--- config.mk ---
export PLATFORM = sky130hd
export DESIGN_NAME = fpu16_sequencer
export DESIGN_NICKNAME = d
export VERILOG_FILES = /design/src/rtl/fpu16_sequencer.sv
export SDC_FILE = /design/constraint.sdc
export NUM_CORES = 1
export LEC_CHECK = 0
export ABC_CLOCK_PERIOD_IN_PS = 2450
export BUFFER_PORTS_ARGS = -buffer_cell sky130_fd_sc_hd__buf_4
export CAP_MARGIN = 40
export CORE_MARGIN = 2
export CORE_UTILIZATION = 40
export CTS_CLUSTER_DIAMETER = 150
export DETAILED_ROUTE_END_ITERATION = 10
export PLACE_DENSITY = 0.6
export SYNTH_ARGS = -nofsm -noshare
export SYNTH_HDL_FRONTEND = slang
export SYNTH_SLANG_ARGS = --single-unit
--- constraint.sdc ---
create_clock -name clock -period 2.45 [get_ports clock]
set_input_delay 0.1225 -clock clock [delete_from_list [all_inputs] [get_ports clock]]
set_output_delay 0.1225 -clock clock [all_outputs]
set_load 0.01 [all_outputs]
--- src/rtl/fpu16_sequencer.sv ---
// fpu16_sequencer: request FIFO, single-issue control and response capture
// around an fpu16 datapath.
//
// Handshakes (both sides):
//   a transfer happens on a rising edge where valid && ready are both high.
//   The producer holds valid and its payload until that edge. Here,
//   reqReady depends only on registered FIFO occupancy, and the response
//   slot keeps rsp* stable while rspValid && !rspReady.
//
// Encodings (no package, widths are fixed):
//   fp16_t       [15:0]
//   fpuOp_t      [1:0]  ADD=0, SUB=1, MUL=2, DIV=3
//   condCode_t   [3:0]
//   statusFlag_t [4:0]  {NV, DZ, OF, UF, NX}
//   fpuComp_t    [2:0]  {lt, eq, gt}
module fpu16_sequencer #(
  parameter int QDEPTH      = 4,
  parameter int DIV_LATENCY = 12
) (
  input  logic        clock,
  input  logic        reset,
  input  logic        reqValid,
  output logic        reqReady,
  input  logic [15:0] reqIn1,
  input  logic [15:0] reqIn2,
  input  logic [1:0]  reqOp,
  output logic [15:0] fpuIn1,
  output logic [15:0] fpuIn2,
  output logic [1:0]  op,
  output logic        start,
  input  logic [15:0] fpuOut,
  input  logic [3:0]  condCodes,
  input  logic [4:0]  statusFlags,
  input  logic [2:0]  comps,
  input  logic        fpuDone,
  output logic        rspValid,
  input  logic        rspReady,
  output logic [15:0] rspOut,
  output logic [3:0]  rspCondCodes,
  output logic [4:0]  rspFlags,
  output logic [2:0]  rspComps,
  output logic [4:0]  stickyFlags,
  input  logic        clearSticky,
  output logic        busy
);

  localparam int AW = $clog2(QDEPTH);
  // Counter only has to reach DIV_LATENCY-1; it saturates for long MULs.
  localparam int CW = (DIV_LATENCY > 1) ? $clog2(DIV_LATENCY) : 1;
  localparam logic [AW:0]   FULL     = (AW + 1)'(QDEPTH);
  localparam logic [CW-1:0] DIV_LAST = CW'(DIV_LATENCY - 1);

  localparam logic [1:0] OP_ADD = 2'd0;
  localparam logic [1:0] OP_SUB = 2'd1;
  localparam logic [1:0] OP_MUL = 2'd2;
  localparam logic [1:0] OP_DIV = 2'd3;

  typedef enum logic {S_IDLE = 1'b0, S_EXEC = 1'b1} state_t;

  state_t          state_q, state_d;

  logic [15:0]     fifo_in1_q [QDEPTH];
  logic [15:0]     fifo_in2_q [QDEPTH];
  logic [1:0]      fifo_op_q  [QDEPTH];
  logic [AW-1:0]   wr_ptr_q, rd_ptr_q;
  logic [AW:0]     count_q, count_d;

  logic [15:0]     in1_q, in2_q;
  logic [1:0]      op_q;
  logic [CW-1:0]   cnt_q;

  logic            rsp_valid_q;
  logic [15:0]     rsp_out_q;
  logic [3:0]      rsp_cc_q;
  logic [4:0]      rsp_flags_q;
  logic [2:0]      rsp_comps_q;
  logic [4:0]      sticky_q, sticky_d;

  logic            push, issue, capture, exec_done;

  assign reqReady = reset && (count_q != FULL);
  assign push     = reqValid && reqReady;

  // Output decode: issue/capture decisions and the start pulse.
  always_comb begin
    issue     = 1'b0;
    exec_done = 1'b0;
    start     = 1'b0;
    if (state_q == S_IDLE) begin
      issue = (count_q != '0) && (!rsp_valid_q || rspReady);
    end else begin
      start = (cnt_q == '0);
      case (op_q)
        OP_ADD, OP_SUB: exec_done = 1'b1;
        OP_MUL:         exec_done = fpuDone;
        OP_DIV:         exec_done = (cnt_q == DIV_LAST);
        default:        exec_done = 1'b0;
      endcase
    end
    capture = (state_q == S_EXEC) && exec_done;
  end

  // Next-state logic: IDLE waits for work and a free slot, EXEC for completion.
  always_comb begin
    state_d = state_q;
    case (state_q)
      S_IDLE:  if (issue)   state_d = S_EXEC;
      S_EXEC:  if (capture) state_d = S_IDLE;
      default: state_d = S_IDLE;
    endcase
  end

  // State register.
  always_ff @(posedge clock or negedge reset) begin
    if (!reset) state_q <= S_IDLE;
    else        state_q <= state_d;
  end

  // FIFO occupancy and sticky next values; a clear lands before the OR.
  always_comb begin
    count_d = count_q;
    case ({push, issue})
      2'b10:   count_d = count_q + 1'b1;
      2'b01:   count_d = count_q - 1'b1;
      default: count_d = count_q;
    endcase
    sticky_d = (clearSticky ? 5'b0 : sticky_q) | (capture ? statusFlags : 5'b0);
  end

  // FIFO pointers and count; emptying the FIFO only needs these cleared.
  always_ff @(posedge clock or negedge reset) begin
    if (!reset) begin
      wr_ptr_q <= '0;
      rd_ptr_q <= '0;
      count_q  <= '0;
    end else begin
      if (push)  wr_ptr_q <= wr_ptr_q + 1'b1;
      if (issue) rd_ptr_q <= rd_ptr_q + 1'b1;
      count_q <= count_d;
    end
  end

  // FIFO storage, written at the tail on every accepted request.
  always_ff @(posedge clock) begin
    if (push) begin
      fifo_in1_q[wr_ptr_q] <= reqIn1;
      fifo_in2_q[wr_ptr_q] <= reqIn2;
      fifo_op_q[wr_ptr_q]  <= reqOp;
    end
  end

  // Operands held toward fpu16 from one issue to the next.
  always_ff @(posedge clock or negedge reset) begin
    if (!reset) begin
      in1_q <= '0;
      in2_q <= '0;
      op_q  <= OP_ADD;
    end else if (issue) begin
      in1_q <= fifo_in1_q[rd_ptr_q];
      in2_q <= fifo_in2_q[rd_ptr_q];
      op_q  <= fifo_op_q[rd_ptr_q];
    end
  end

  // EXEC cycle counter: cleared on issue, counts up and saturates.
  always_ff @(posedge clock or negedge reset) begin
    if (!reset) begin
      cnt_q <= '0;
    end else if (issue) begin
      cnt_q <= '0;
    end else if ((state_q == S_EXEC) && (cnt_q != '1)) begin
      cnt_q <= cnt_q + 1'b1;
    end
  end

  // Response slot: filled on capture, emptied when the consumer takes it.
  always_ff @(posedge clock or negedge reset) begin
    if (!reset) begin
      rsp_valid_q <= 1'b0;
      rsp_out_q   <= '0;
      rsp_cc_q    <= '0;
      rsp_flags_q <= '0;
      rsp_comps_q <= '0;
    end else if (capture) begin
      rsp_valid_q <= 1'b1;
      rsp_out_q   <= fpuOut;
      rsp_cc_q    <= condCodes;
      rsp_flags_q <= statusFlags;
      rsp_comps_q <= comps;
    end else if (rspReady) begin
      rsp_valid_q <= 1'b0;
    end
  end

  // Sticky exception flags.
  always_ff @(posedge clock or negedge reset) begin
    if (!reset) sticky_q <= '0;
    else        sticky_q <= sticky_d;
  end

  assign fpuIn1       = in1_q;
  assign fpuIn2       = in2_q;
  assign op           = op_q;
  assign rspValid     = rsp_valid_q;
  assign rspOut       = rsp_out_q;
  assign rspCondCodes = rsp_cc_q;
  assign rspFlags     = rsp_flags_q;
  assign rspComps     = rsp_comps_q;
  assign stickyFlags  = sticky_q;
  assign busy         = (count_q != '0) || (state_q != S_IDLE) || rsp_valid_q;

endmodule

==> metrics.txt, run 1 <==
# TYPE chip_impl_metric gauge
chip_impl_metric{name="hold_violations",unit=""} 0
chip_impl_metric{name="detailed_place.area",unit="um2"} 9610
chip_impl_metric{name="leakage",unit="nW"} 4.33
chip_impl_metric{name="floorplan.initialDensity",unit=""} 0.406
chip_impl_metric{name="gp_routability_congestion",unit=""} 0.748
chip_impl_info{name="synth_top_cells_by_area",value="sky130_fd_sc_hd__edfxtp_1, sky130_fd_sc_hd__dfrtp_1, sky130_fd_sc_hd__mux2_2"} 1
chip_impl_metric{name="detailedRoute.firstPassIterationCount",unit=""} 4
chip_impl_metric{name="placementRows",unit=""} 52
chip_impl_info{name="run_status",value="completed"} 1
chip_impl_metric{name="place_ws",unit="ns"} 0.380
chip_impl_metric{name="synth_top_cell_area_share",unit=""} 0.498
chip_impl_metric{name="clk-insertion-delay-late",unit="ns"} 0.51
chip_impl_metric{name="track_usage",unit=""} 0.160
chip_impl_metric{name="die_area",unit="um2"} 21600
chip_impl_metric{name="residual_drc",unit=""} 0
chip_impl_info{name="worstSetupEndpointType",value="register"} 1
chip_impl_metric{name="yosysSeqAreaShare",unit=""} 0.743
chip_impl_metric{name="antenna_found_initial",unit=""} 0
chip_impl_metric{name="final_core_util",unit=""} 0.550
chip_impl_info{name="startpoint_type_of_the_worst_setup_path",value="register"} 1
chip_impl_metric{name="cts_buffers",unit=""} 24
chip_impl_metric{name="fin_tns_setup",unit="ns"} 0
chip_impl_info{name="timing_worst_setup_path_type",value="reg -> reg"} 1
chip_impl_metric{name="tightest_pin_transition",unit="ns"} 0.717
chip_impl_metric{name="dp.final_hpwl",unit="mm"} 10.1
chip_impl_metric{name="avgRoutedWirePerCell",unit="um"} 18.5
chip_impl_metric{name="syn-cell-area",unit="um2"} 8190
chip_impl_metric{name="synth_warnings",unit=""} 0
chip_impl_info{name="unrepaired_setup_endpoints_after_global_routing",value="no"} 1
chip_impl_metric{name="drt-vias-per-instance",unit=""} 4.82
chip_impl_metric{name="net_switching_share_of_the_total_power",unit=""} 0.284
chip_impl_metric{name="clockPowerShare",unit=""} 0.277
chip_impl_metric{name="grt_pass1_wl",unit="mm"} 26.9
chip_impl_metric{name="fraction_of_registers_with_async_set_reset",unit=""} 0.370
chip_impl_metric{name="combinationalPowerShare",unit=""} 0.325
chip_impl_metric{name="skew",unit="ns"} 0.0142
chip_impl_metric{name="slew_headroom",unit=""} 0.522
chip_impl_metric{name="synthToLayoutAreaGrowth",unit="%"} 35.4
chip_impl_metric{name="final.period_utilization",unit=""} 0.837
chip_impl_metric{name="cts-htree-levels",unit=""} 1
chip_impl_metric{name="portBuffers",unit=""} 138
chip_impl_metric{name="power.sequential.fraction",unit=""} 0.398
chip_impl_metric{name="final_nets",unit=""} 695
chip_impl_metric{name="fp.coreArea",unit="um2"} 20200
chip_impl_metric{name="max_clock_freq",unit="MHz"} 488
chip_impl_metric{name="layout_min_cycle_time",unit="ns"} 2.05
chip_impl_metric{name="setup-violations-final",unit=""} 0
chip_impl_metric{name="grt.overflow.total",unit=""} 0
chip_impl_metric{name="total_power",unit="mW"} 13.6
chip_impl_metric{name="die_w",unit="um"} 147
chip_impl_metric{name="crit_arrival",unit="ns"} 2.47
chip_impl_metric{name="final_worst_slack",unit="ns"} 0.399
chip_impl_info{name="synth_top_cell_by_area",value="sky130_fd_sc_hd__edfxtp_1"} 1
chip_impl_metric{name="clkSinkCount",unit=""} 216
chip_impl_metric{name="final_cells",unit=""} 906
chip_impl_metric{name="clk_path_buf_depth",unit=""} 3
chip_impl_metric{name="route.vias.total",unit=""} 4364
chip_impl_metric{name="detailedRoute.firstIterationViolations",unit=""} 225
chip_impl_metric{name="power-per-cell-area",unit="nW/um2"} 1220
chip_impl_metric{name="synth_seq_cells",unit=""} 216
chip_impl_metric{name="max_cap_viol_count",unit=""} 0
chip_impl_metric{name="placed_cells",unit=""} 800
chip_impl_metric{name="die-height",unit="um"} 147
chip_impl_info{name="hp-class",value="in -> reg"} 1
chip_impl_metric{name="antenna_violating_nets_post_route",unit=""} 0
chip_impl_metric{name="cp_data_required_time",unit="ns"} 2.87
chip_impl_metric{name="n_antenna_cell",unit=""} 0
chip_impl_metric{name="clk_pin_slew",unit="ns"} 0.06
chip_impl_metric{name="postSynthNetCount",unit=""} 469
chip_impl_metric{name="top_level_ports",unit=""} 139
chip_impl_metric{name="post_synth_inst_count",unit=""} 393
chip_impl_metric{name="crit_fanout",unit=""} 3
chip_impl_metric{name="internal_power",unit="mW"} 9.71
chip_impl_metric{name="yosysUniqueCellTypes",unit=""} 38
chip_impl_metric{name="design_area",unit="um2"} 11100
chip_impl_metric{name="synth-edff-count",unit=""} 136
chip_impl_info{name="clock_tree.root_cell",value="sky130_fd_sc_hd__clkbuf_16"} 1
chip_impl_metric{name="synth_area_per_cell",unit="um2"} 20.8
chip_impl_metric{name="worst_ir_drop_vdd",unit="mV"} 0.653
chip_impl_metric{name="wirelength",unit="mm"} 16.7
chip_impl_metric{name="grt_max_degree",unit=""} 51
chip_impl_info{name="clock_tree_from_tritoncts",value="done"} 1
chip_impl_metric{name="net_sw_power",unit="mW"} 3.85
chip_impl_info{name="synth_top_flop_cell",value="sky130_fd_sc_hd__edfxtp_1"} 1
chip_impl_metric{name="report.final.slew_viol_count",unit=""} 0
chip_impl_metric{name="fin_hold_ws",unit="ns"} 0.0204
chip_impl_metric{name="vias_in_the_first_global_route",unit=""} 4859
chip_impl_metric{name="fraction_of_final_layout_cells_with_drive_strength_greater_than_1",unit=""} 0.461
critical path, cell delays in order (launching register included):
cell and delay [ns]:
sky130_fd_sc_hd__dfrtp_1 0.40, sky130_fd_sc_hd__inv_1 0.11, sky130_fd_sc_hd__a31oi_1 0.11, sky130_fd_sc_hd__and2_1 0.21
sky130_fd_sc_hd__inv_1 0.07, sky130_fd_sc_hd__ha_1 0.18, sky130_fd_sc_hd__inv_1 0.08, sky130_fd_sc_hd__fa_1 0.37
sky130_fd_sc_hd__xor2_1 0.15, sky130_fd_sc_hd__nor2_1 0.11, sky130_fd_sc_hd__xor2_1 0.18
sequential cells by signal (all words and copies together) (netlist names):
name	flops
stickyFlags	5
op	2
fifo_in1_q	64
fifo_op_q	8
state_q	1
rspValid	1
fifo_in2_q	64
rspOut	16
rd_ptr_q	2
fpuIn2	16
fpuIn1	16
rspCondCodes	4
cnt_q	4
rspFlags	5
rspComps	3
wr_ptr_q	2
count_q	3
cells in the final DEF, fill, tap and decap left out, drive strengths merged, types with 2 or more instances in the layout:
master       instances
clkbuf              32
dlygate4sd3         63
edfxtp             136
nand2                5
clkinv               5
a31oi                2
dfrtp               80
bufinv               3
xnor2                3
ha                   7
inv                 13
o21ai                2
buf                153
a22o                 5
xor2                 3
and3                 4
nor3                 3
mux4                34
mux2                64
nor2                 3
clkinvlp             2
routing by layer:
metal	GRT usage	share of wire	vias up
met5	0	0	-
met4	0.0337	0.017	0
met1	0.214	0.43	2208
met3	0.0394	0.065	25
li1	-	-	1988
met2	0.269	0.48	143
synth_stat cells (2+ instances only):
library cell,number
sky130_fd_sc_hd__and3_1,4
sky130_fd_sc_hd__mux2_2,61
sky130_fd_sc_hd__dfrtp_1,80
sky130_fd_sc_hd__o21ai_0,2
sky130_fd_sc_hd__edfxtp_1,136
sky130_fd_sc_hd__xnor2_1,3
sky130_fd_sc_hd__nand2_1,5
sky130_fd_sc_hd__clkbuf_1,3
sky130_fd_sc_hd__a22o_1,5
sky130_fd_sc_hd__mux2_1,2
sky130_fd_sc_hd__inv_1,12
sky130_fd_sc_hd__mux4_1,6
sky130_fd_sc_hd__nor3_1,2
sky130_fd_sc_hd__ha_1,7
sky130_fd_sc_hd__mux4_2,28
sky130_fd_sc_hd__buf_2,4
sky130_fd_sc_hd__xor2_1,3
sky130_fd_sc_hd__buf_6,8
sky130_fd_sc_hd__nor2_1,3
power by group through the flow:
stage / Sequential [mW] / Combinational [mW] / Clock, mW
after detailed placement: 5.49 / 4.40 / 0
after floorplan: 5.56 / 2.57 / 0
final: 5.39 / 4.40 / 3.76
after CTS: 5.42 / 4.50 / 3.85
after global placement: 5.44 / 4.30 / 0
after global routing: 5.52 / 4.79 / 4.02
kinds of logic (layout without fill, tap and decap cells):
kind of cell / Yosys count / after routing / synth area share
DFF: 216 / 216 / 0.743
muxes: 99 / 99 / 0.186
buffers and inverters: 28 / 271 / 0.0212
and+or+nand+nor: 24 / 24 / 0.0174
AOI/OAI and AO/OA: 12 / 12 / 0.0131
adders and majority gates: 8 / 8 / 0.0131
xor gates and xnor gates: 6 / 6 / 0.00642
repair_timing:
| action | 4_1_cts | 5_1_grt |
|---|---|---|
| resized for setup | 0 | 0 |
| setup buffers | 0 | 0 |
| endpoints found under the hold margin | 199 | 0 |
| hold buffers | 63 | 0 |
layout make-up:
cell class,count,area [um2]
clock inverter,11,153
fill,1593,9070
inverter,12,45.0
clock buffer,32,703
sequential,216,6090
tap,270,338
multi-input combinational,149,1940
timing repair buffer,216,1830
worst paths after layout:
| path | cells past startpoint | from | slack, ns | endpoint |
|---|---|---|---|---|
| max | 10 | count_q[0] | 0.40 | count_q[2] |
| min | 3 | reqValid | 0.02 | wr_ptr_q[0] |
| max reg2reg | 10 | count_q[0] | 0.40 | count_q[2] |
| min reg2reg | 1 | rspOut[14] | 0.49 | rspOut[14] |
| max in group asynchronous | 4 | reset | 1.11 | rd_ptr_q[1] |
| min in group asynchronous | 3 | reset | 0.24 | fpuIn1[6] |
Power figures use the tool's default switching activity.
==> run 2: changes to the inputs <==
- ABC_CLOCK_PERIOD_IN_PS: 2450 -> 1700
- PLACE_DENSITY: 0.6 -> 0.62
- clock period: 2.45 -> 1.7 ns (I/O delays scaled with it)
==> metrics.txt, run 2 (synthesized netlist as in run 1, its figures left out) <==
# TYPE chip_impl_metric gauge
chip_impl_info{name="run_status",value="complete, but fails checks"} 1
chip_impl_info{name="failed_checks",value="negative setup slack"} 1
chip_impl_metric{name="place_ws",unit="ns"} -0.188
chip_impl_metric{name="detailedRoute.firstIterationViolations",unit=""} 131
chip_impl_info{name="clock_tree.root_cell",value="sky130_fd_sc_hd__clkbuf_16"} 1
chip_impl_metric{name="final_nets",unit=""} 729
chip_impl_metric{name="cts-htree-levels",unit=""} 1
chip_impl_metric{name="top_level_ports",unit=""} 139
chip_impl_metric{name="crit_fanout",unit=""} 3
chip_impl_metric{name="final.fill_count",unit=""} 1537
chip_impl_metric{name="placed_cells",unit=""} 823
chip_impl_metric{name="final.period_utilization",unit=""} 1.06
chip_impl_info{name="timing_worst_setup_path_type",value="reg -> reg"} 1
chip_impl_metric{name="slew_headroom",unit=""} 0.556
chip_impl_metric{name="avgRoutedWirePerCell",unit="um"} 18.9
chip_impl_metric{name="die_w",unit="um"} 147
chip_impl_info{name="unrepaired_setup_endpoints_after_global_routing",value="yes"} 1
chip_impl_metric{name="die-height",unit="um"} 147
chip_impl_metric{name="die_area",unit="um2"} 21600
chip_impl_metric{name="synthToLayoutAreaGrowth",unit="%"} 42.4
chip_impl_metric{name="timing.reg2reg.worst_path_depth",unit=""} 10
chip_impl_metric{name="power.sequential.fraction",unit=""} 0.376
chip_impl_metric{name="wirelength",unit="mm"} 17.8
chip_impl_metric{name="track_usage",unit=""} 0.164
chip_impl_metric{name="fin_tns_setup",unit="ns"} -1.74
chip_impl_metric{name="layout_min_cycle_time",unit="ns"} 1.81
chip_impl_info{name="cpLargestDelayFamily",value="flip-flops"} 1
chip_impl_metric{name="residual_drc",unit=""} 0
chip_impl_metric{name="clockPowerShare",unit=""} 0.245
chip_impl_metric{name="setup-violations-final",unit=""} 31
chip_impl_metric{name="crit_arrival",unit="ns"} 2.19
chip_impl_metric{name="critical_path_buf_inv_count",unit=""} 3
chip_impl_metric{name="detailed_place.area",unit="um2"} 10000
chip_impl_metric{name="tightest_pin_transition",unit="ns"} 0.667
chip_impl_metric{name="slowest_delay",unit="ns"} 0.40
chip_impl_metric{name="route.vias.total",unit=""} 4557
chip_impl_metric{name="detailedRoute.firstPassIterationCount",unit=""} 4
chip_impl_metric{name="worst_ir_drop_vdd",unit="mV"} 1.09
chip_impl_metric{name="cp_data_required_time",unit="ns"} 2.09
chip_impl_metric{name="path_depth",unit=""} 10
chip_impl_info{name="final_common_cell",value="sky130_fd_sc_hd__buf_4"} 1
chip_impl_metric{name="antenna_violating_nets_post_route",unit=""} 0
chip_impl_info{name="cp_cell_sequence",value="buf_6 > a31oi_4 > and2_4 > inv_4 > ha_4 > inv_2 > fa_2 > xor2_1 > nor2_1 > xor2_1"} 1
chip_impl_info{name="crit_path_frequent_cell",value="sky130_fd_sc_hd__xor2_1"} 1
chip_impl_info{name="critical_path_cell_with_the_highest_stage_delay",value="sky130_fd_sc_hd__dfrtp_1"} 1
chip_impl_metric{name="skew",unit="ns"} 0.0189
chip_impl_metric{name="power-per-cell-area",unit="nW/um2"} 1770
chip_impl_metric{name="final_worst_slack",unit="ns"} -0.106
chip_impl_metric{name="fp.coreArea",unit="um2"} 20200
chip_impl_info{name="startpoint_type_of_the_worst_setup_path",value="register"} 1
chip_impl_metric{name="worstHoldPathCells",unit=""} 3
chip_impl_metric{name="clk_path_buf_depth",unit=""} 3
chip_impl_metric{name="grt_max_degree",unit=""} 53
chip_impl_metric{name="placementRows",unit=""} 52
chip_impl_metric{name="vias_in_the_first_global_route",unit=""} 5027
chip_impl_metric{name="floorplan.initialDensity",unit=""} 0.406
chip_impl_metric{name="final_core_util",unit=""} 0.578
chip_impl_metric{name="antenna_found_initial",unit=""} 0
chip_impl_metric{name="cts_buffers",unit=""} 24
chip_impl_metric{name="net_sw_power",unit="mW"} 5.89
chip_impl_metric{name="drt-vias-per-instance",unit=""} 4.84
chip_impl_metric{name="leakage",unit="nW"} 4.64
chip_impl_metric{name="clk_pin_slew",unit="ns"} 0.06
chip_impl_metric{name="report.final.slew_viol_count",unit=""} 0
chip_impl_metric{name="n_antenna_cell",unit=""} 0
chip_impl_metric{name="fin_hold_ws",unit="ns"} 0.0134
chip_impl_metric{name="clk-insertion-delay-late",unit="ns"} 0.52
chip_impl_info{name="biggestRegsByFlops",value="fifo_in1_q (64), fifo_in2_q (64)"} 1
chip_impl_metric{name="gp_routability_congestion",unit=""} 0.784
chip_impl_info{name="hp-class",value="in -> reg"} 1
chip_impl_metric{name="grt.overflow.total",unit=""} 0
chip_impl_metric{name="design_area",unit="um2"} 11700
chip_impl_metric{name="max_clock_freq",unit="MHz"} 554
chip_impl_metric{name="portBuffers",unit=""} 138
chip_impl_metric{name="net_switching_share_of_the_total_power",unit=""} 0.285
chip_impl_metric{name="hold_violations",unit=""} 0
chip_impl_metric{name="grt_pass1_wl",unit="mm"} 27.6
chip_impl_info{name="clock_tree_from_tritoncts",value="done"} 1
chip_impl_metric{name="internal_power",unit="mW"} 14.8
chip_impl_metric{name="total_power",unit="mW"} 20.7
chip_impl_metric{name="clkSinkCount",unit=""} 216
chip_impl_metric{name="final_cells",unit=""} 941
chip_impl_info{name="layout.cells.most_common_list",value="sky130_fd_sc_hd__buf_4, sky130_fd_sc_hd__edfxtp_1, sky130_fd_sc_hd__dfrtp_1"} 1
chip_impl_metric{name="combinationalPowerShare",unit=""} 0.379
chip_impl_metric{name="max_cap_viol_count",unit=""} 0
chip_impl_metric{name="fraction_of_final_layout_cells_with_drive_strength_greater_than_1",unit=""} 0.499
chip_impl_metric{name="dp.final_hpwl",unit="mm"} 11.0
chip_impl_info{name="worstSetupEndpointType",value="register"} 1
run 2: cell types whose count changed in the layout (fill, tap and decap cells not counted), sizes merged:
cell / delta
buf: +31
bufinv: -1
clkbuf: +9
clkinv: -2
clkinvlp: -2
dlygate4sd3: +1
inv: -1
run 2: metal layers:
metal	up-vias	GRT usage	share of wire
met5	-	0	0
met4	0	0.0375	0.018
met3	23	0.0373	0.059
met2	146	0.284	0.50
met1	2326	0.213	0.42
li1	2062	-	-
run 2: final timing paths:
check                                  from              to  slack, ns
worst max-delay path             count_q[2]      count_q[2]      -0.11
worst min-delay path            clearSticky  stickyFlags[4]       0.01
worst max register to register   count_q[2]      count_q[2]      -0.11
worst min register to register    fpuIn2[3]       fpuIn2[3]       0.51
max in group asynchronous             reset       fpuIn1[0]       0.42
min in group asynchronous             reset       fpuIn1[7]       0.22
run 2: area by class of cell:
type	instances	area (um2)	share of cell area
Clock buffer	39	697	0.0597
Inverter	12	50.0	0.00429
Sequential cell	216	6090	0.522
Timing Repair Buffer	250	2270	0.195
Tap cell	270	338	0.0290
Clock inverter	5	85.1	0.00729
Multi-Input combinational cell	149	2130	0.183
run 2: what timing repair did:
item                                    CTS  global route
endpoints found under the setup margin   22            72
buffers inserted                          4             5
resized for setup                        14            12
hold endpoints to repair                198             0
gates cloned                              0             2
hold buffers                             64             0
pin swaps                                 9             5
run 2: worst reg2reg max path, stage by stage, from the launching register on:
cell,delay (ns)
sky130_fd_sc_hd__dfrtp_1,0.40
sky130_fd_sc_hd__buf_6,0.13
sky130_fd_sc_hd__a31oi_4,0.17
sky130_fd_sc_hd__and2_4,0.18
sky130_fd_sc_hd__inv_4,0.04
sky130_fd_sc_hd__ha_4,0.15
sky130_fd_sc_hd__inv_2,0.05
sky130_fd_sc_hd__fa_2,0.19
sky130_fd_sc_hd__xor2_1,0.15
sky130_fd_sc_hd__nor2_1,0.07
sky130_fd_sc_hd__xor2_1,0.16
run 2: power groups by stage:
stage | logic [mW] | clock network, mW | registers [mW]
5_1_grt | 8.45 | 5.43 | 7.93
2_1_floorplan | 4.02 | 0 | 8.02
6_report | 7.84 | 5.07 | 7.78
3_3_place_gp | 7.19 | 0 | 7.80
3_5_place_dp | 7.34 | 0 | 7.85
4_1_cts | 7.66 | 5.20 | 7.77
==> run 3: changes to the inputs <==
- ABC_AREA: default -> 1
==> metrics.txt, run 3 <==
# TYPE chip_impl_metric gauge
chip_impl_metric{name="cts-htree-levels",unit=""} 1
chip_impl_metric{name="drt-vias-per-instance",unit=""} 4.54
chip_impl_metric{name="synthToLayoutAreaGrowth",unit="%"} 35.4
chip_impl_info{name="synth_top_flop_cell",value="sky130_fd_sc_hd__edfxtp_1"} 1
chip_impl_info{name="startpoint_type_of_the_worst_setup_path",value="register"} 1
chip_impl_metric{name="power-per-cell-area",unit="nW/um2"} 1700
chip_impl_info{name="reg2reg_to",value="count_q[2]"} 1
chip_impl_metric{name="final.period_utilization",unit=""} 1.00
chip_impl_info{name="run_status",value="completed"} 1
chip_impl_metric{name="post_synth_inst_count",unit=""} 880
chip_impl_info{name="worstSetupEndpointType",value="register"} 1
chip_impl_metric{name="crit_fanout",unit=""} 2
chip_impl_metric{name="synth_seq_cells",unit=""} 216
chip_impl_metric{name="antenna_violating_nets_post_route",unit=""} 0
chip_impl_metric{name="portBuffers",unit=""} 138
chip_impl_metric{name="hold_violations",unit=""} 0
chip_impl_metric{name="top_level_ports",unit=""} 139
chip_impl_info{name="biggestRegsByFlops",value="fifo_in1_q (64), fifo_in2_q (64)"} 1
chip_impl_info{name="final_common_cell",value="sky130_fd_sc_hd__nand2_1"} 1
chip_impl_metric{name="area.sequential",unit="um2"} 6090
chip_impl_metric{name="multi_input_area",unit="um2"} 2400
chip_impl_metric{name="layout_min_cycle_time",unit="ns"} 1.70
chip_impl_info{name="layout.cells.most_common_list",value="sky130_fd_sc_hd__nand2_1, sky130_fd_sc_hd__buf_4, sky130_fd_sc_hd__edfxtp_1"} 1
chip_impl_metric{name="clk_path_buf_depth",unit=""} 3
chip_impl_metric{name="track_usage",unit=""} 0.172
chip_impl_metric{name="floorplan.initialDensity",unit=""} 0.410
chip_impl_metric{name="crit_arrival",unit="ns"} 2.10
chip_impl_metric{name="detailed_place.area",unit="um2"} 10600
chip_impl_metric{name="detailedRoute.firstIterationViolations",unit=""} 369
chip_impl_metric{name="clk-insertion-delay-late",unit="ns"} 0.52
chip_impl_metric{name="wirelength",unit="mm"} 20.2
chip_impl_metric{name="detailedRoute.firstPassIterationCount",unit=""} 6
chip_impl_metric{name="grt_pass1_wl",unit="mm"} 33.1
chip_impl_metric{name="synth_warnings",unit=""} 0
chip_impl_metric{name="cp_data_required_time",unit="ns"} 2.10
chip_impl_metric{name="final.fill_count",unit=""} 1865
chip_impl_info{name="synth.top_cells.by_count",value="sky130_fd_sc_hd__nand2_1, sky130_fd_sc_hd__edfxtp_1, sky130_fd_sc_hd__inv_1"} 1
chip_impl_metric{name="yosysSeqAreaShare",unit=""} 0.679
chip_impl_metric{name="clk_pin_slew",unit="ns"} 0.06
chip_impl_metric{name="antenna_found_initial",unit=""} 1
chip_impl_metric{name="syn-cell-area",unit="um2"} 8970
chip_impl_metric{name="avgRoutedWirePerCell",unit="um"} 14.4
chip_impl_metric{name="die-height",unit="um"} 154
chip_impl_info{name="synth_top_cell_by_area",value="sky130_fd_sc_hd__edfxtp_1"} 1
chip_impl_metric{name="worst_ir_drop_vdd",unit="mV"} 0.862
chip_impl_metric{name="placementRows",unit=""} 54
chip_impl_metric{name="postSynthNetCount",unit=""} 956
chip_impl_metric{name="setup.reg_to_reg.worst_slack",unit="ns"} 0.00003
chip_impl_metric{name="max_clock_freq",unit="MHz"} 588
chip_impl_metric{name="worstHoldPathCells",unit=""} 5
chip_impl_metric{name="grt_max_degree",unit=""} 83
chip_impl_metric{name="setup-violations-final",unit=""} 0
chip_impl_metric{name="place_ws",unit="ns"} 0.0395
chip_impl_info{name="worst_r2r_startpoint",value="state_q"} 1
chip_impl_metric{name="vias_in_the_first_global_route",unit=""} 6349
chip_impl_info{name="worst_hold_path.endpoint",value="state_q"} 1
chip_impl_metric{name="yosysUniqueCellTypes",unit=""} 29
chip_impl_metric{name="synth_area_per_cell",unit="um2"} 10.2
chip_impl_info{name="clock_tree_from_tritoncts",value="done"} 1
chip_impl_metric{name="fraction_of_registers_with_async_set_reset",unit=""} 0.370
chip_impl_metric{name="report.final.slew_viol_count",unit=""} 0
chip_impl_metric{name="skew",unit="ns"} 0.0160
chip_impl_info{name="timing_worst_setup_path_type",value="reg -> reg"} 1
chip_impl_metric{name="slew_headroom",unit=""} 0.661
chip_impl_metric{name="max_cap_viol_count",unit=""} 0
chip_impl_metric{name="route.vias.total",unit=""} 6367
chip_impl_metric{name="final_nets",unit=""} 1177
chip_impl_metric{name="dp.final_hpwl",unit="mm"} 11.9
chip_impl_metric{name="grt.overflow.total",unit=""} 0
chip_impl_metric{name="cts_buffers",unit=""} 25
chip_impl_metric{name="design_area",unit="um2"} 12100
chip_impl_info{name="unrepaired_setup_endpoints_after_global_routing",value="yes"} 1
chip_impl_info{name="yosys.cell_count.top_type",value="sky130_fd_sc_hd__nand2_1"} 1
chip_impl_metric{name="die_area",unit="um2"} 23600
chip_impl_metric{name="synth_top_cell_area_share",unit=""} 0.455
chip_impl_metric{name="die_w",unit="um"} 154
chip_impl_info{name="clock_tree.root_cell",value="sky130_fd_sc_hd__clkbuf_16"} 1
chip_impl_metric{name="synth-edff-count",unit=""} 136
chip_impl_metric{name="fp.coreArea",unit="um2"} 21900
chip_impl_info{name="hp-class",value="in -> reg"} 1
chip_impl_info{name="launch_point_of_the_worst_hold_path",value="fpuDone"} 1
chip_impl_metric{name="timing.reg2reg.worst_path_depth",unit=""} 10
chip_impl_metric{name="total_power",unit="mW"} 20.6
chip_impl_metric{name="leakage",unit="nW"} 5.64
chip_impl_metric{name="tightest_pin_transition",unit="ns"} 0.509
chip_impl_metric{name="fraction_of_final_layout_cells_with_drive_strength_greater_than_1",unit=""} 0.204
chip_impl_metric{name="final_worst_slack",unit="ns"} 0.0000264
chip_impl_metric{name="final_core_util",unit=""} 0.555
chip_impl_metric{name="residual_drc",unit=""} 0
chip_impl_metric{name="gp_routability_congestion",unit=""} 0.707
chip_impl_metric{name="clkSinkCount",unit=""} 216
chip_impl_info{name="synth_top_cells_by_area",value="sky130_fd_sc_hd__edfxtp_1, sky130_fd_sc_hd__dfrtp_1, sky130_fd_sc_hd__nand2_1"} 1
run 3: worst max-delay path: stages (launching register included):
cell	delay (ns)
sky130_fd_sc_hd__dfrtp_2	0.43
sky130_fd_sc_hd__buf_6	0.13
sky130_fd_sc_hd__inv_4	0.05
sky130_fd_sc_hd__nand3_4	0.07
sky130_fd_sc_hd__inv_4	0.07
sky130_fd_sc_hd__ha_4	0.12
sky130_fd_sc_hd__inv_2	0.04
sky130_fd_sc_hd__fa_2	0.36
sky130_fd_sc_hd__nand2_1	0.06
sky130_fd_sc_hd__nand3b_1	0.09
sky130_fd_sc_hd__xor2_1	0.16
run 3: cell type report:
class	count	share of cell area
Antenna cell	1	0.000206
Clock buffer	38	0.0588
Clock inverter	8	0.00546
Inverter	92	0.0289
Multi-Input combinational cell	533	0.197
Sequential cell	216	0.502
Tap cell	280	0.0289
Timing Repair Buffer	233	0.179
run 3: how the worst max path moves through the flow:
stage               start          to  slack (ns)  cells past startpoint
6_report          state_q  count_q[2]     0.00003                     10
5_1_grt           state_q  count_q[2]       -0.10                     11
4_1_cts        count_q[2]        busy      0.0002                      4
3_5_place_dp   count_q[0]  count_q[2]        0.04                      9
3_3_place_gp   count_q[0]  count_q[2]        0.05                      9
2_1_floorplan    rspValid  count_q[2]       -0.04                     10
run 3: repair_timing:
item	4_1_cts	5_1_grt
pin swaps	0	2
hold endpoints to repair	251	0
hold buffers	66	0
cloned	1	1
gates resized for setup	10	4
buffers inserted	4	0
setup endpoints to repair	3	4
run 3: logic make-up (layout without fill, tap and decap cells):
group | after synthesis | in the layout | share of synthesized area
AOI/OAI and AO/OA | 6 | 6 | 0.00335
xor gates and xnor gates | 4 | 4 | 0.00391
other | 0 | 1 | 0
and+or+nand+nor | 515 | 515 | 0.238
adders and majority gates | 8 | 8 | 0.0120
DFF | 216 | 216 | 0.679
buffers and inverters | 131 | 371 | 0.0639
run 3: per-stage QoR:
stage / TNS, ns / hold slack [ns] / std cells
2_1_floorplan: -0.0414 / -0.211 / 880
3_3_place_gp: 0 / 0.238 / 1282
3_5_place_dp: 0 / 0.229 / 1282
4_1_cts: 0 / 0.143 / 1399
5_1_grt: -0.166 / 0.186 / 1401
6_report: 0 / 0.157 / 1401
run 3: routing by layer:
metal,up-vias,wire length (um),track usage
li1,3218,-,-
met3,27,1150,0.0282
met1,2956,9090,0.232
met4,0,390,0.0476
met2,166,9600,0.291
met5,-,0,0
run 3: report_power, final:
| part | switching [mW] | leakage (nW) | internal (mW) |
|---|---|---|---|
| logic | 4.61 | 3.03 | 3.43 |
| clock network | 2.06 | 0.386 | 2.93 |
| registers | 0.654 | 2.22 | 6.92 |
